File: src/rtl/ccip_tx_tid_scheduler_pkg.sv
// CCI-P header types, request/response codes and the per-tid scoreboard entry
// shared by the TX tid scheduler and its users.
package ccip_tx_tid_scheduler_pkg;

    localparam int unsigned OWNER_W = 3;
    localparam int unsigned REM_W   = 3;
    localparam int unsigned TYPE_W  = 4;

    localparam logic [TYPE_W-1:0] CCIP_WRLINE_I = 4'h0;
    localparam logic [TYPE_W-1:0] CCIP_WRLINE_M = 4'h1;
    localparam logic [TYPE_W-1:0] CCIP_WRFENCE  = 4'h4;
    localparam logic [TYPE_W-1:0] CCIP_RDLINE_I = 4'h5;
    localparam logic [TYPE_W-1:0] CCIP_RDLINE_S = 4'h6;

    localparam logic [TYPE_W-1:0] CCIP_RSP_RDLINE  = 4'h0;
    localparam logic [TYPE_W-1:0] CCIP_RSP_WRLINE  = 4'h1;
    localparam logic [TYPE_W-1:0] CCIP_RSP_WRFENCE = 4'h4;

    typedef struct packed {
        logic [15:0]       mdata;
        logic [TYPE_W-1:0] req_type;
        logic [1:0]        len;
        logic [41:0]       addr;
    } TxHdr_t;

    typedef struct packed {
        logic [15:0]       mdata;
        logic [TYPE_W-1:0] resp_type;
        logic [1:0]        clnum;
        logic              hit_miss;
    } RxHdr_t;

    typedef struct packed {
        logic [OWNER_W-1:0] owner;
        logic [REM_W-1:0]   remaining;
        logic               valid;
    } tid_entry_t;

    function automatic logic is_fence(input logic [TYPE_W-1:0] t);
        return t == CCIP_WRFENCE;
    endfunction

    // Reads return len+1 lines; every write returns a single ack.
    function automatic logic [REM_W-1:0] lines_expected(input TxHdr_t h);
        if ((h.req_type == CCIP_RDLINE_I) || (h.req_type == CCIP_RDLINE_S)) begin
            return REM_W'(h.len) + REM_W'(1);
        end
        return REM_W'(1);
    endfunction

endpackage

File: src/rtl/ccip_tx_tid_scheduler_rr_arbiter.sv
// N-way round-robin arbiter; priority starts after the last granted requester
// and the pointer only moves when the grant is actually taken.
module rr_arbiter #(
    parameter int unsigned N = 4
) (
    input  logic                 clk,
    input  logic                 rst_n,
    input  logic [N-1:0]         req_i,
    input  logic                 advance_i,
    output logic [N-1:0]         gnt_c_o,
    output logic [$clog2(N)-1:0] gnt_idx_c_o
);

    localparam int unsigned IDX_W = $clog2(N);

    logic [IDX_W-1:0] ptr_q, ptr_d;
    logic             found_c;

    // First pass covers ptr..N-1, second pass wraps to 0..ptr-1.
    always_comb begin
        gnt_c_o     = '0;
        gnt_idx_c_o = '0;
        found_c     = 1'b0;
        for (int unsigned i = 0; i < N; i++) begin
            if (!found_c && req_i[i] && (IDX_W'(i) >= ptr_q)) begin
                found_c     = 1'b1;
                gnt_c_o[i]  = 1'b1;
                gnt_idx_c_o = IDX_W'(i);
            end
        end
        for (int unsigned i = 0; i < N; i++) begin
            if (!found_c && req_i[i]) begin
                found_c     = 1'b1;
                gnt_c_o[i]  = 1'b1;
                gnt_idx_c_o = IDX_W'(i);
            end
        end
    end

    always_comb begin
        ptr_d = ptr_q;
        if (advance_i) begin
            ptr_d = (gnt_idx_c_o == IDX_W'(N - 1)) ? '0 : gnt_idx_c_o + IDX_W'(1);
        end
    end

    always_ff @(posedge clk or negedge rst_n) begin
        if (!rst_n) begin
            ptr_q <= '0;
        end else begin
            ptr_q <= ptr_d;
        end
    end

endmodule

File: src/rtl/ccip_tx_tid_scheduler.sv
// Shares the CCI-P TX channel among requesters, tags each request with a tid,
// and routes RX responses back to the owner until the tid is released.
module ccip_tx_tid_scheduler
    import ccip_tx_tid_scheduler_pkg::*;
#(
    parameter int unsigned NUM_REQ         = 4,
    parameter int unsigned MAX_OUTSTANDING = 16,
    parameter int unsigned TID_WIDTH       = $clog2(MAX_OUTSTANDING)
) (
    input  logic                 clk,
    input  logic                 rst_n,
    input  logic [NUM_REQ-1:0]   req_valid,
    input  TxHdr_t [NUM_REQ-1:0] req_hdr,
    output logic [NUM_REQ-1:0]   req_ready,
    input  logic                 tx_almfull,
    output logic                 tx_valid,
    output TxHdr_t               tx_hdr,
    output logic [TID_WIDTH-1:0] tx_tid,
    input  logic                 rx_valid,
    input  RxHdr_t               rx_hdr,
    input  logic [TID_WIDTH-1:0] rx_tid,
    output logic [NUM_REQ-1:0]   rsp_valid,
    output RxHdr_t               rsp_hdr,
    output logic [TID_WIDTH:0]   outstanding,
    output logic                 idle,
    output logic                 err_unknown_tid
);

    localparam int unsigned IDX_W = $clog2(NUM_REQ);
    localparam int unsigned CNT_W = TID_WIDTH + 1;

    tid_entry_t           sb_q [MAX_OUTSTANDING];
    tid_entry_t           sb_d [MAX_OUTSTANDING];
    logic [CNT_W-1:0]     outstanding_q, outstanding_d;
    logic                 fence_pend_q, fence_pend_d;
    logic [IDX_W-1:0]     fence_owner_q, fence_owner_d;
    logic                 tx_valid_q, tx_valid_d;
    TxHdr_t               tx_hdr_q, tx_hdr_d;
    logic [TID_WIDTH-1:0] tx_tid_q, tx_tid_d;
    logic [NUM_REQ-1:0]   rsp_valid_q, rsp_valid_d;
    RxHdr_t               rsp_hdr_q, rsp_hdr_d;
    logic                 err_q, err_d;
    logic                 idle_q, idle_d;

    logic [NUM_REQ-1:0]   eligible_c, gnt_c;
    logic [IDX_W-1:0]     gnt_idx_c;
    logic                 pool_avail_c, hs_c, gnt_fence_c, alloc_c;
    TxHdr_t               gnt_hdr_c;
    logic [TID_WIDTH-1:0] free_tid_c;
    tid_entry_t           rx_entry_c;
    logic                 rx_fence_c, fence_hit_c, rx_hit_c, rx_last_c;

    assign pool_avail_c = outstanding_q != CNT_W'(MAX_OUTSTANDING);

    // Fences only need the single fence slot; everything else needs a free tid.
    always_comb begin
        eligible_c = '0;
        for (int unsigned i = 0; i < NUM_REQ; i++) begin
            if (req_valid[i] && !tx_almfull) begin
                eligible_c[i] = is_fence(req_hdr[i].req_type) ? !fence_pend_q : pool_avail_c;
            end
        end
    end

    rr_arbiter #(
        .N (NUM_REQ)
    ) u_arb (
        .clk         (clk),
        .rst_n       (rst_n),
        .req_i       (eligible_c),
        .advance_i   (hs_c),
        .gnt_c_o     (gnt_c),
        .gnt_idx_c_o (gnt_idx_c)
    );

    assign req_ready   = gnt_c;
    assign hs_c        = |gnt_c;
    assign gnt_hdr_c   = req_hdr[gnt_idx_c];
    assign gnt_fence_c = is_fence(gnt_hdr_c.req_type);
    assign alloc_c     = hs_c && !gnt_fence_c;

    // Lowest free tid as seen at the start of the cycle.
    always_comb begin
        free_tid_c = '0;
        for (int unsigned i = MAX_OUTSTANDING; i > 0; i--) begin
            if (!sb_q[i-1].valid) begin
                free_tid_c = TID_WIDTH'(i - 1);
            end
        end
    end

    assign rx_entry_c  = sb_q[rx_tid];
    assign rx_fence_c  = rx_valid && (rx_hdr.resp_type == CCIP_RSP_WRFENCE);
    assign fence_hit_c = rx_fence_c && fence_pend_q;
    assign rx_hit_c    = rx_valid && !rx_fence_c && rx_entry_c.valid;
    assign rx_last_c   = rx_hit_c && (rx_entry_c.remaining == REM_W'(1));

    always_comb begin
        sb_d          = sb_q;
        fence_pend_d  = fence_pend_q;
        fence_owner_d = fence_owner_q;
        tx_valid_d    = hs_c;
        tx_hdr_d      = tx_hdr_q;
        tx_tid_d      = tx_tid_q;
        rsp_hdr_d     = rx_valid ? rx_hdr : rsp_hdr_q;
        err_d         = rx_valid && !rx_hit_c && !fence_hit_c;

        for (int unsigned i = 0; i < NUM_REQ; i++) begin
            rsp_valid_d[i] = (rx_hit_c && (rx_entry_c.owner == OWNER_W'(i)))
                          || (fence_hit_c && (fence_owner_q == IDX_W'(i)));
        end

        if (rx_hit_c) begin
            sb_d[rx_tid].remaining = rx_entry_c.remaining - REM_W'(1);
            sb_d[rx_tid].valid     = !rx_last_c;
        end
        if (fence_hit_c) begin
            fence_pend_d = 1'b0;
        end

        if (hs_c) begin
            tx_hdr_d = gnt_hdr_c;
            tx_tid_d = gnt_fence_c ? '0 : free_tid_c;
        end
        if (hs_c && gnt_fence_c) begin
            fence_pend_d  = 1'b1;
            fence_owner_d = gnt_idx_c;
        end
        // The allocated tid was free at cycle start, so it never collides with the response update.
        if (alloc_c) begin
            sb_d[free_tid_c] = '{owner: OWNER_W'(gnt_idx_c),
                                 remaining: lines_expected(gnt_hdr_c),
                                 valid: 1'b1};
        end

        outstanding_d = outstanding_q + CNT_W'(alloc_c) - CNT_W'(rx_last_c);
        idle_d        = (outstanding_d == '0) && !tx_valid_d && !fence_pend_d;
    end

    always_ff @(posedge clk or negedge rst_n) begin
        if (!rst_n) begin
            for (int unsigned t = 0; t < MAX_OUTSTANDING; t++) begin
                sb_q[t] <= '0;
            end
            outstanding_q <= '0;
            fence_pend_q  <= 1'b0;
            fence_owner_q <= '0;
            tx_valid_q    <= 1'b0;
            tx_hdr_q      <= '0;
            tx_tid_q      <= '0;
            rsp_valid_q   <= '0;
            rsp_hdr_q     <= '0;
            err_q         <= 1'b0;
            idle_q        <= 1'b1;
        end else begin
            sb_q          <= sb_d;
            outstanding_q <= outstanding_d;
            fence_pend_q  <= fence_pend_d;
            fence_owner_q <= fence_owner_d;
            tx_valid_q    <= tx_valid_d;
            tx_hdr_q      <= tx_hdr_d;
            tx_tid_q      <= tx_tid_d;
            rsp_valid_q   <= rsp_valid_d;
            rsp_hdr_q     <= rsp_hdr_d;
            err_q         <= err_d;
            idle_q        <= idle_d;
        end
    end

    assign tx_valid        = tx_valid_q;
    assign tx_hdr          = tx_hdr_q;
    assign tx_tid          = tx_tid_q;
    assign rsp_valid       = rsp_valid_q;
    assign rsp_hdr         = rsp_hdr_q;
    assign outstanding     = outstanding_q;
    assign idle            = idle_q;
    assign err_unknown_tid = err_q;

endmodule

File: config.mk
export PLATFORM = sky130hd
export DESIGN_NAME = ccip_tx_tid_scheduler
export DESIGN_NICKNAME = d
export VERILOG_FILES = /design/src/rtl/ccip_tx_tid_scheduler_pkg.sv /design/src/rtl/ccip_tx_tid_scheduler_rr_arbiter.sv /design/src/rtl/ccip_tx_tid_scheduler.sv
export SDC_FILE = /design/constraint.sdc
export NUM_CORES = 1
export LEC_CHECK = 0
export ABC_AREA = 1
export BUFFER_PORTS_ARGS = -buffer_cell sky130_fd_sc_hd__buf_2
export CAP_MARGIN = 20
export CORE_ASPECT_RATIO = 1.5
export CORE_UTILIZATION = 24
export DETAILED_ROUTE_END_ITERATION = 8
export HOLD_SLACK_MARGIN = 0.08
export SLEW_MARGIN = 40
export SYNTH_ARGS = -nofsm -noshare
export SYNTH_HDL_FRONTEND = slang
export SYNTH_SLANG_ARGS = --single-unit
File: constraint.sdc
create_clock -name clk -period 5.5 [get_ports clk]
set_input_delay 0.825 -clock clk [delete_from_list [all_inputs] [get_ports clk]]
set_output_delay 0.825 -clock clk [all_outputs]
set_load 0.02 [all_outputs]
* Word level (Yosys, flattened, before mapping)
Cells that the tools add are included.
** Storage, ports and cells
- Flip-flop bits (word level) :: 220
- Bits in latches :: 0
- Bits in writable memories :: 0
- ROM bits :: 0
- Output and inout bits :: 107
- Logic and storage cells :: 229
- Memories kept :: 0
** Cells by class
- Add/subtract/negate cells :: 5
- Multipliers :: 0
- Divide/modulo/power cells :: 0
- Order comparisons :: 9
- Equal/unequal tests :: 17
- Shift-type cells :: 0
- Multiplexer cells :: 70
- Bitwise logic cells :: 2
- Reductions and logical operators :: 61
** Operator list (count)
- 112-bit bitwise mux :: 3
- 112-bit two-way mux :: 2
- 64-bit binary-select mux with 2-bit select :: 1
- 7-bit demux with 4-bit select :: 3
- 4-bit two-way mux :: 18
- 64-bit two-way mux :: 1
- 1-bit logical AND :: 36
- 4-bit by 3-bit equality test with 1-bit output (second input constant) :: 8
- 7-bit binary-select mux with 4-bit select :: 1
- 1-bit two-way mux :: 28
- 7-bit two-way mux :: 3
- 1-bit logical NOT :: 16
- 2-bit two-way mux :: 7
- 5-bit >= comparator (second input constant) :: 2
- 5-bit by 1-bit < comparator with 1-bit output (second input constant) :: 2
- 4-bit inverter with 5-bit output :: 2
- 3-bit two-way mux :: 3
- 2-bit equality test (second input constant) :: 3
- 3-bit by 1-bit equality test with 1-bit output (second input constant) :: 2
- 3-bit by 2-bit equality test with 1-bit output (second input constant) :: 2
- 5-bit by 1-bit adder with 5-bit output :: 1
- 5-bit logical NOT :: 1
- 1-bit logical OR :: 5
- 5-bit != test (second input constant) :: 1
- 11 further kinds :: 13

* Logic depth before layout (Yosys ltp)
- Word-level depth :: 39
- Mapped depth :: 28
- Mapped depth without buffers :: 26

* By module
A second synthesis with hierarchy kept.
** Second synthesis, totals
- Cells, all modules :: 1604
- Area, all modules :: 11656.2 µm²
** By module, submodules not included
- ccip_tx_tid_scheduler :: instances 1, cells each 1571, area an instance 11467.2 µm², seq. area each 5056.1 µm²
- rr_arbiter :: instances 1, cells each 33, area an instance 188.9 µm², seq. area each 50.0 µm²

* Worst setup path after synthesis
OpenSTA, ideal clock, no wires.
- Path type :: in2reg
- From :: input port rx_tid[0]
- To :: register idle_q, in the netlist idle
- Setup time :: 0.090 ns
- Arrival :: 4.158 ns
- Setup slack :: 1.252 ns
- Cell stages on the path :: 21
- Buffers on the path :: 3
- Cells stage by stage :: inv_1 -> nand2_1 -> inv_2 -> clkbuf_1 -> clkbuf_1 -> a22o_1 -> nor2_1 -> o21ai_0 -> a221oi_1 -> ha_1 -> nand2_1 -> clkbuf_1 -> nor2_1 -> ha_1 -> inv_1 -> ha_1 -> inv_1 -> fa_1 -> o21ai_0 -> xnor2_1 -> nor4_2
** Between the ends
- Word-level cells in the longest chain between the ends :: 10
- Elaborated cells between the ends (all ways) :: 11
- Those cells by class :: add/sub: 1; eq/ne: 1; mux: 3; bitwise: 1; reduce/logical: 5
** Ends and longest elaborated chain
- start, declared :: line ccip_tx_tid_scheduler.sv:21 : input logic [TID_WIDTH-1:0] rx_tid,
- 4-bit inverter with 5-bit output (implied by the code) (*) :: line ccip_tx_tid_scheduler.sv:92 : assign rx_entry_c = sb_q[rx_tid];
- 7-bit binary-select mux with 4-bit select (*) :: line ccip_tx_tid_scheduler.sv:92
- 7-bit two-way mux (implied by the code) (*) (2 in a row) :: line ccip_tx_tid_scheduler.sv:92
- 3-bit by 1-bit equality test with 1-bit output or 1-bit logical AND (tied branches) :: line ccip_tx_tid_scheduler.sv:96, ccip_tx_tid_scheduler.sv:95
- 1-bit logical AND (*) :: line ccip_tx_tid_scheduler.sv:96 : assign rx_last_c = rx_hit_c && (rx_entry_c.remaining == REM_W'(1));
- 5-bit by 1-bit subtractor with 5-bit output (*) :: line ccip_tx_tid_scheduler.sv:136 : outstanding_d = outstanding_q + CNT_W'(alloc_c) - CNT_W'(rx_last_c);
- net outstanding_d[4] :: line ccip_tx_tid_scheduler.sv:34 : logic [CNT_W-1:0] outstanding_q, outstanding_d;
- 5-bit logical NOT (*) :: line ccip_tx_tid_scheduler.sv:137 : idle_d = (outstanding_d == '0) && !tx_valid_d && !fence_pend_d;
- 1-bit logical AND (*) (2 in a row) :: line ccip_tx_tid_scheduler.sv:137
- net idle_d :: line ccip_tx_tid_scheduler.sv:43 : logic idle_q, idle_d;
- end signal, assigned :: line ccip_tx_tid_scheduler.sv:166 : idle_q <= idle_d;
- end, declared :: line ccip_tx_tid_scheduler.sv:43
The timed path passes the listed nets; every way through them passes the cells marked *. The select of a mux whose other input is x is not followed.
A chain may end at the register's enable or synchronous reset.

* Final worst setup path
- From :: register outstanding_q[3], in the netlist outstanding[3]
- To :: register idle_q, in the netlist idle
** Between the ends
- Word-level cells in the longest chain between the ends :: 39
- Elaborated cells between the ends (all ways) :: 63
- Those cells by class :: add/sub: 2; eq/ne: 2; mux: 32; reduce/logical: 27
** Ends and longest elaborated chain
- start, declared :: line ccip_tx_tid_scheduler.sv:34
- start signal, assigned :: line ccip_tx_tid_scheduler.sv:157 : outstanding_q <= outstanding_d;
- 5-bit != test (*) :: line ccip_tx_tid_scheduler.sv:53 : assign pool_avail_c = outstanding_q != CNT_W'(MAX_OUTSTANDING);
- 1-bit two-way mux :: line ccip_tx_tid_scheduler.sv:60 : eligible_c[i] = is_fence(req_hdr[i].req_type) ? !fence_pend_q : pool_avail_c;
- 1-bit two-way mux :: line ccip_tx_tid_scheduler.sv:59 : if (req_valid[i] && !tx_almfull) begin
- 1-bit logical AND :: line ccip_tx_tid_scheduler_rr_arbiter.sv:25 : if (!found_c && req_i[i] && (IDX_W'(i) >= ptr_q)) begin
- 1-bit two-way mux :: line ccip_tx_tid_scheduler_rr_arbiter.sv:25
- 1-bit logical NOT :: line ccip_tx_tid_scheduler_rr_arbiter.sv:25
- 1-bit logical AND (2 in a row) :: line ccip_tx_tid_scheduler_rr_arbiter.sv:25
- 1-bit two-way mux :: line ccip_tx_tid_scheduler_rr_arbiter.sv:25
- [23 not listed]
- 1-bit logical NOT :: line ccip_tx_tid_scheduler.sv:80 : assign alloc_c = hs_c && !gnt_fence_c;
- 1-bit logical AND (*) :: line ccip_tx_tid_scheduler.sv:80
- 5-bit by 1-bit adder with 5-bit output (*) :: line ccip_tx_tid_scheduler.sv:136
- 5-bit by 1-bit subtractor with 5-bit output (*) :: line ccip_tx_tid_scheduler.sv:136
- net outstanding_d[2] :: line ccip_tx_tid_scheduler.sv:34
- 5-bit logical NOT (*) :: line ccip_tx_tid_scheduler.sv:137
- 1-bit logical AND (*) (2 in a row) :: line ccip_tx_tid_scheduler.sv:137
- net idle_d :: line ccip_tx_tid_scheduler.sv:43
Marks and branches as above.

==> Flow_metrics.wiki <==
{| class="wikitable"
! Metric !! Value
|-
| Required time of the critical path || 5.94 ns
|-
| FMAX || 214 MHz
|-
| Status || finished clean
|-
| Synth warnings || 0
|-
| Most frequent standard cell in the layout excluding fill and tap cells || sky130_fd_sc_hd__nand2_1
|-
| Switching Share || 0.496
|-
| Die outline width || 184 microns
|-
| Power density of the placed cells || 585 nW/um^2
|-
| Cell types with the largest area share after synthesis || sky130_fd_sc_hd__dfrtp_1 43%, sky130_fd_sc_hd__nand2_1 23%, sky130_fd_sc_hd__nand3_1 8.6%, sky130_fd_sc_hd__o21ai_0 4.7%, sky130_fd_sc_hd__inv_1 2.5%
|-
| Xor and xnor area share after synthesis || 0.00368
|-
| Pin count of the biggest net entering global routing || 114
|-
| Largest voltage drop on the vdd net || 0.000245 V
|-
| Largest family of logic cells by synthesized area || simple AND/OR/NAND/NOR gates
|-
| Complex-gate fraction of the synthesized area || 0.0960
|-
| Insertion delay to the later sink of the worst-skew pair || 0.54 ns
|-
| Total routed wirelength || 47.0 mm
|-
| Area leader, netlist || sky130_fd_sc_hd__dfrtp_1
|-
| DP HPWL || 36.1 mm
|-
| Area growth from synthesis to final layout || 28.4%
|-
| Final setup skew || 0.0162 ns
|-
| Part of the power in the clock network || 0.188
|-
| Detail-routed net length per standard cell || 17.3 microns
|-
| Vias || 12800
|-
| Number of clock sinks || 204
|-
| Switching power total || 4.44 mW
|-
| Vias per inst || 4.70
|-
| Fraction of final layout cells sized beyond drive strength 1 || 0.249
|-
| Actual slew at the worst max-slew pin || 0.864 ns
|-
| Max-cap violations || 0
|-
| Maximum cell stage delay along the critical path || 0.42 ns
|-
| Area share of the leading cell type in the synthesized netlist || 0.427
|-
| Routability Congestion || 0.999
|-
| Global-route congestion overflow total || 0
|-
| Crit path buf inv count || 5
|-
| Number of endpoints with negative hold slack in the final report || 0
|-
| Kind of end point of the critical path || flip-flop
|-
| Initial Utilization || 0.244
|-
| Post-synthesis register bit count || 204
|-
| Number of enable flip-flop cells after synthesis || 0
|-
| Nature of the critical path startpoint || flip-flop
|-
| Total number of H-tree levels || 1
|-
| Standard-cell rows || 99
|-
| Flip-flop cell with the highest count after synthesis || sky130_fd_sc_hd__dfrtp_1
|-
| Cts bufs inserted || 22
|-
| Post-cts hold buffer count || 0
|-
| Leakage power || 8.13 nW
|-
| Iteration-0 DRC count of the detailed router || 830
|-
| Global-route usage over all layers || 0.182
|-
| Remaining max-slew budget at the tightest pin || 0.422
|-
| Critical Setup Path Class || flip-flop to flip-flop
|-
| Unrepaired setup endpoints after global routing || false
|-
| TritonCTS clock tree || done
|-
| Die Y-Extent || 275 microns
|-
| Number of buffers inserted to repair setup after CTS || 0
|-
| Quantity of gates resized following cts || 0
|-
| Number of distinct library cells after synthesis || 49
|-
| Cell count after synthesis || 1685
|-
| Post-route minimum period || 4.67 ns
|-
| Synth Cell Area || 11900 sq um
|-
| PortBufs || 397
|-
| Critical-path top delay cell || sky130_fd_sc_hd__fa_1
|-
| Io pins || 398
|-
| Setup_tns || 0 ns
|-
| Internal power || 4.50 mW
|-
| Total nets after synthesis || 1986
|-
| Largest fanout of any net on the critical path || 30
|-
| Clock transition time at the flip-flop clock pins of the worst setup and hold paths || 0.07 ns
|-
| Total setup violations reported at the end of the flow || 0
|-
| DRC violations left || 0
|-
| Flop pwr share || 0.289
|-
| Multiplexer area fraction after synthesis || 0.00168
|-
| Synthesized-area fraction occupied by adder cells || 0.0111
|-
| Total power draw || 8.94 mW
|-
| Final nets || 2336
|-
| Avg Inst Size Synth || 7.07 sq um
|-
| Remaining number of nets flagged by the antenna check after routing || 0
|-
| Share of synthesized flip-flops with an asynchronous set or reset || 1.00
|-
| Global-route wire length before repair || 69.8 mm
|-
| Kind of cell with the highest combined delay on the critical path || simple AND/OR/NAND/NOR gates
|-
| Vias in the first global route || 12000
|-
| Synth Area in Simple Gates || 0.394
|-
| Cell chosen for the clock root || sky130_fd_sc_hd__clkbuf_16
|-
| Core region area || 48800 sq um
|-
| Share of the yosys chip area belonging to registers || 0.429
|-
| Combinational share of power || 0.522
|-
| Slew Viols, Final || 0
|-
| Commonest non-fill, non-tap cells in the layout || 738 x sky130_fd_sc_hd__nand2_1, 396 x sky130_fd_sc_hd__buf_2, 204 x sky130_fd_sc_hd__nand3_1, 203 x sky130_fd_sc_hd__dfrtp_1, 113 x sky130_fd_sc_hd__o21ai_0
|-
| Die ar. || 50500 sq um
|-
| Maximum buffer depth of the clock tree || 3
|-
| Number of antenna violations at the first check in global routing || 12
|-
| Tcrit/Tclk final || 0.848
|-
| Class of the worst hold path || input pin to async pin
|-
| Signal arrival time at the worst endpoint || 5.11 ns
|-
| Number of detailed-route iterations in the first pass || 5
|}
## cells by family (layout without fill, tap and decap cells)
| kind of cell | after synthesis | count (layout) |
|---|---|---|
| adder cells (fa/ha/maj) | 10 | 10 |
| flip-flops | 204 | 204 |
| multiplexers | 2 | 2 |
| buffers and inverters | 178 | 544 |
| AO/OA/AOI/OAI | 198 | 198 |
| XOR/XNOR | 5 | 5 |
| other | 0 | 4 |
| AND/OR/NAND/NOR | 1088 | 1088 |
## flip-flops by register name, indices dropped and copies added, names as in the netlist
register and cells:
tx_hdr 64, outstanding 5, rsp_hdr 23, sb_q 96
idle 1, u_arb.ptr_q 2, tx_tid 4, fence_owner_q 2
rsp_valid 4, err_unknown_tid 1, fence_pend_q 1, tx_valid 1
## synth_stat cells (8+ instances only)
cell and instances:
sky130_fd_sc_hd__ha_1 9, sky130_fd_sc_hd__dfrtp_1 203, sky130_fd_sc_hd__nand2_1 738, sky130_fd_sc_hd__nand4_1 19, sky130_fd_sc_hd__inv_2 9, sky130_fd_sc_hd__nor2_1 72
sky130_fd_sc_hd__nand3_2 11, sky130_fd_sc_hd__a21oi_1 17, sky130_fd_sc_hd__a22oi_1 30, sky130_fd_sc_hd__inv_1 80, sky130_fd_sc_hd__o21ai_1 9, sky130_fd_sc_hd__o22ai_1 10
sky130_fd_sc_hd__buf_2 19, sky130_fd_sc_hd__o21ai_0 113, sky130_fd_sc_hd__nand3_1 204, sky130_fd_sc_hd__nor2_4 8, sky130_fd_sc_hd__a22o_1 10, sky130_fd_sc_hd__clkbuf_1 50
## per-layer routing
metal  track usage  part of all wire  routed length (microns)
met2         0.331              0.52                    24200
met1         0.203              0.38                    17700
met3        0.0352             0.065                     3040
met5             0            0.0016                       76
met4        0.0798             0.041                     1910
## layout make-up
class                           count  area, sq um
Tap cell                          656          821
Clock inverter                     13          179
Multi-Input combinational cell   1303         6050
Clock buffer                       27          631
Inverter                           90          340
Antenna cell                        4         10.0
Sequential cell                   204         5110
Timing Repair Buffer              414         2150
Fill cell                        5407        33500
## path summary, 6_finish.rpt
| check | from | to | slack [ns] | depth (start not counted) |
|---|---|---|---|---|
| min in group clk | rsp_hdr[19]$_DFFE_PN0P_ | rsp_hdr[19]$_DFFE_PN0P_ | 0.46 | 2 |
| max in group asynchronous | rst_n | sb_q[30]$_DFF_PN0_ | 4.24 | 2 |
| max | outstanding[3]$_DFF_PN0_ | idle$_DFF_PN1_ | 0.83 | 26 |
| min | rst_n | tx_hdr[7]$_DFFE_PN0N_ | 0.25 | 1 |
| max reg2reg | outstanding[3]$_DFF_PN0_ | idle$_DFF_PN1_ | 0.83 | 26 |
| min reg2reg | rsp_hdr[19]$_DFFE_PN0P_ | rsp_hdr[19]$_DFFE_PN0P_ | 0.46 | 2 |
## power by group through the flow
stage / sequential (mW) / combinational [mW] / clock (mW)
detailed placement: 2.60 / 4.66 / 0
global route: 2.66 / 5.19 / 1.78
floorplan: 2.83 / 2.81 / 0
CTS: 2.58 / 4.68 / 1.73
global placement: 2.60 / 4.60 / 0
finish: 2.59 / 4.67 / 1.68
## through the flow
| step | setup slack (ns) | hold slack (ns) | cells | cell area (sq um) | util |
|---|---|---|---|---|---|
| floorplan | 1.25 | 0.443 | 1685 | 11900 | - |
| global placement | 0.595 | 0.449 | 2667 | 14500 | 0.296 |
| detailed placement | 0.425 | 0.453 | 2667 | 14500 | 0.296 |
| CTS | 0.792 | 0.290 | 2707 | 15300 | 0.313 |
| global route | 0.470 | 0.300 | 2708 | 15300 | 0.313 |
| finish | 0.834 | 0.247 | 2711 | 15300 | 0.313 |
Power figures use the tool's default switching activity.
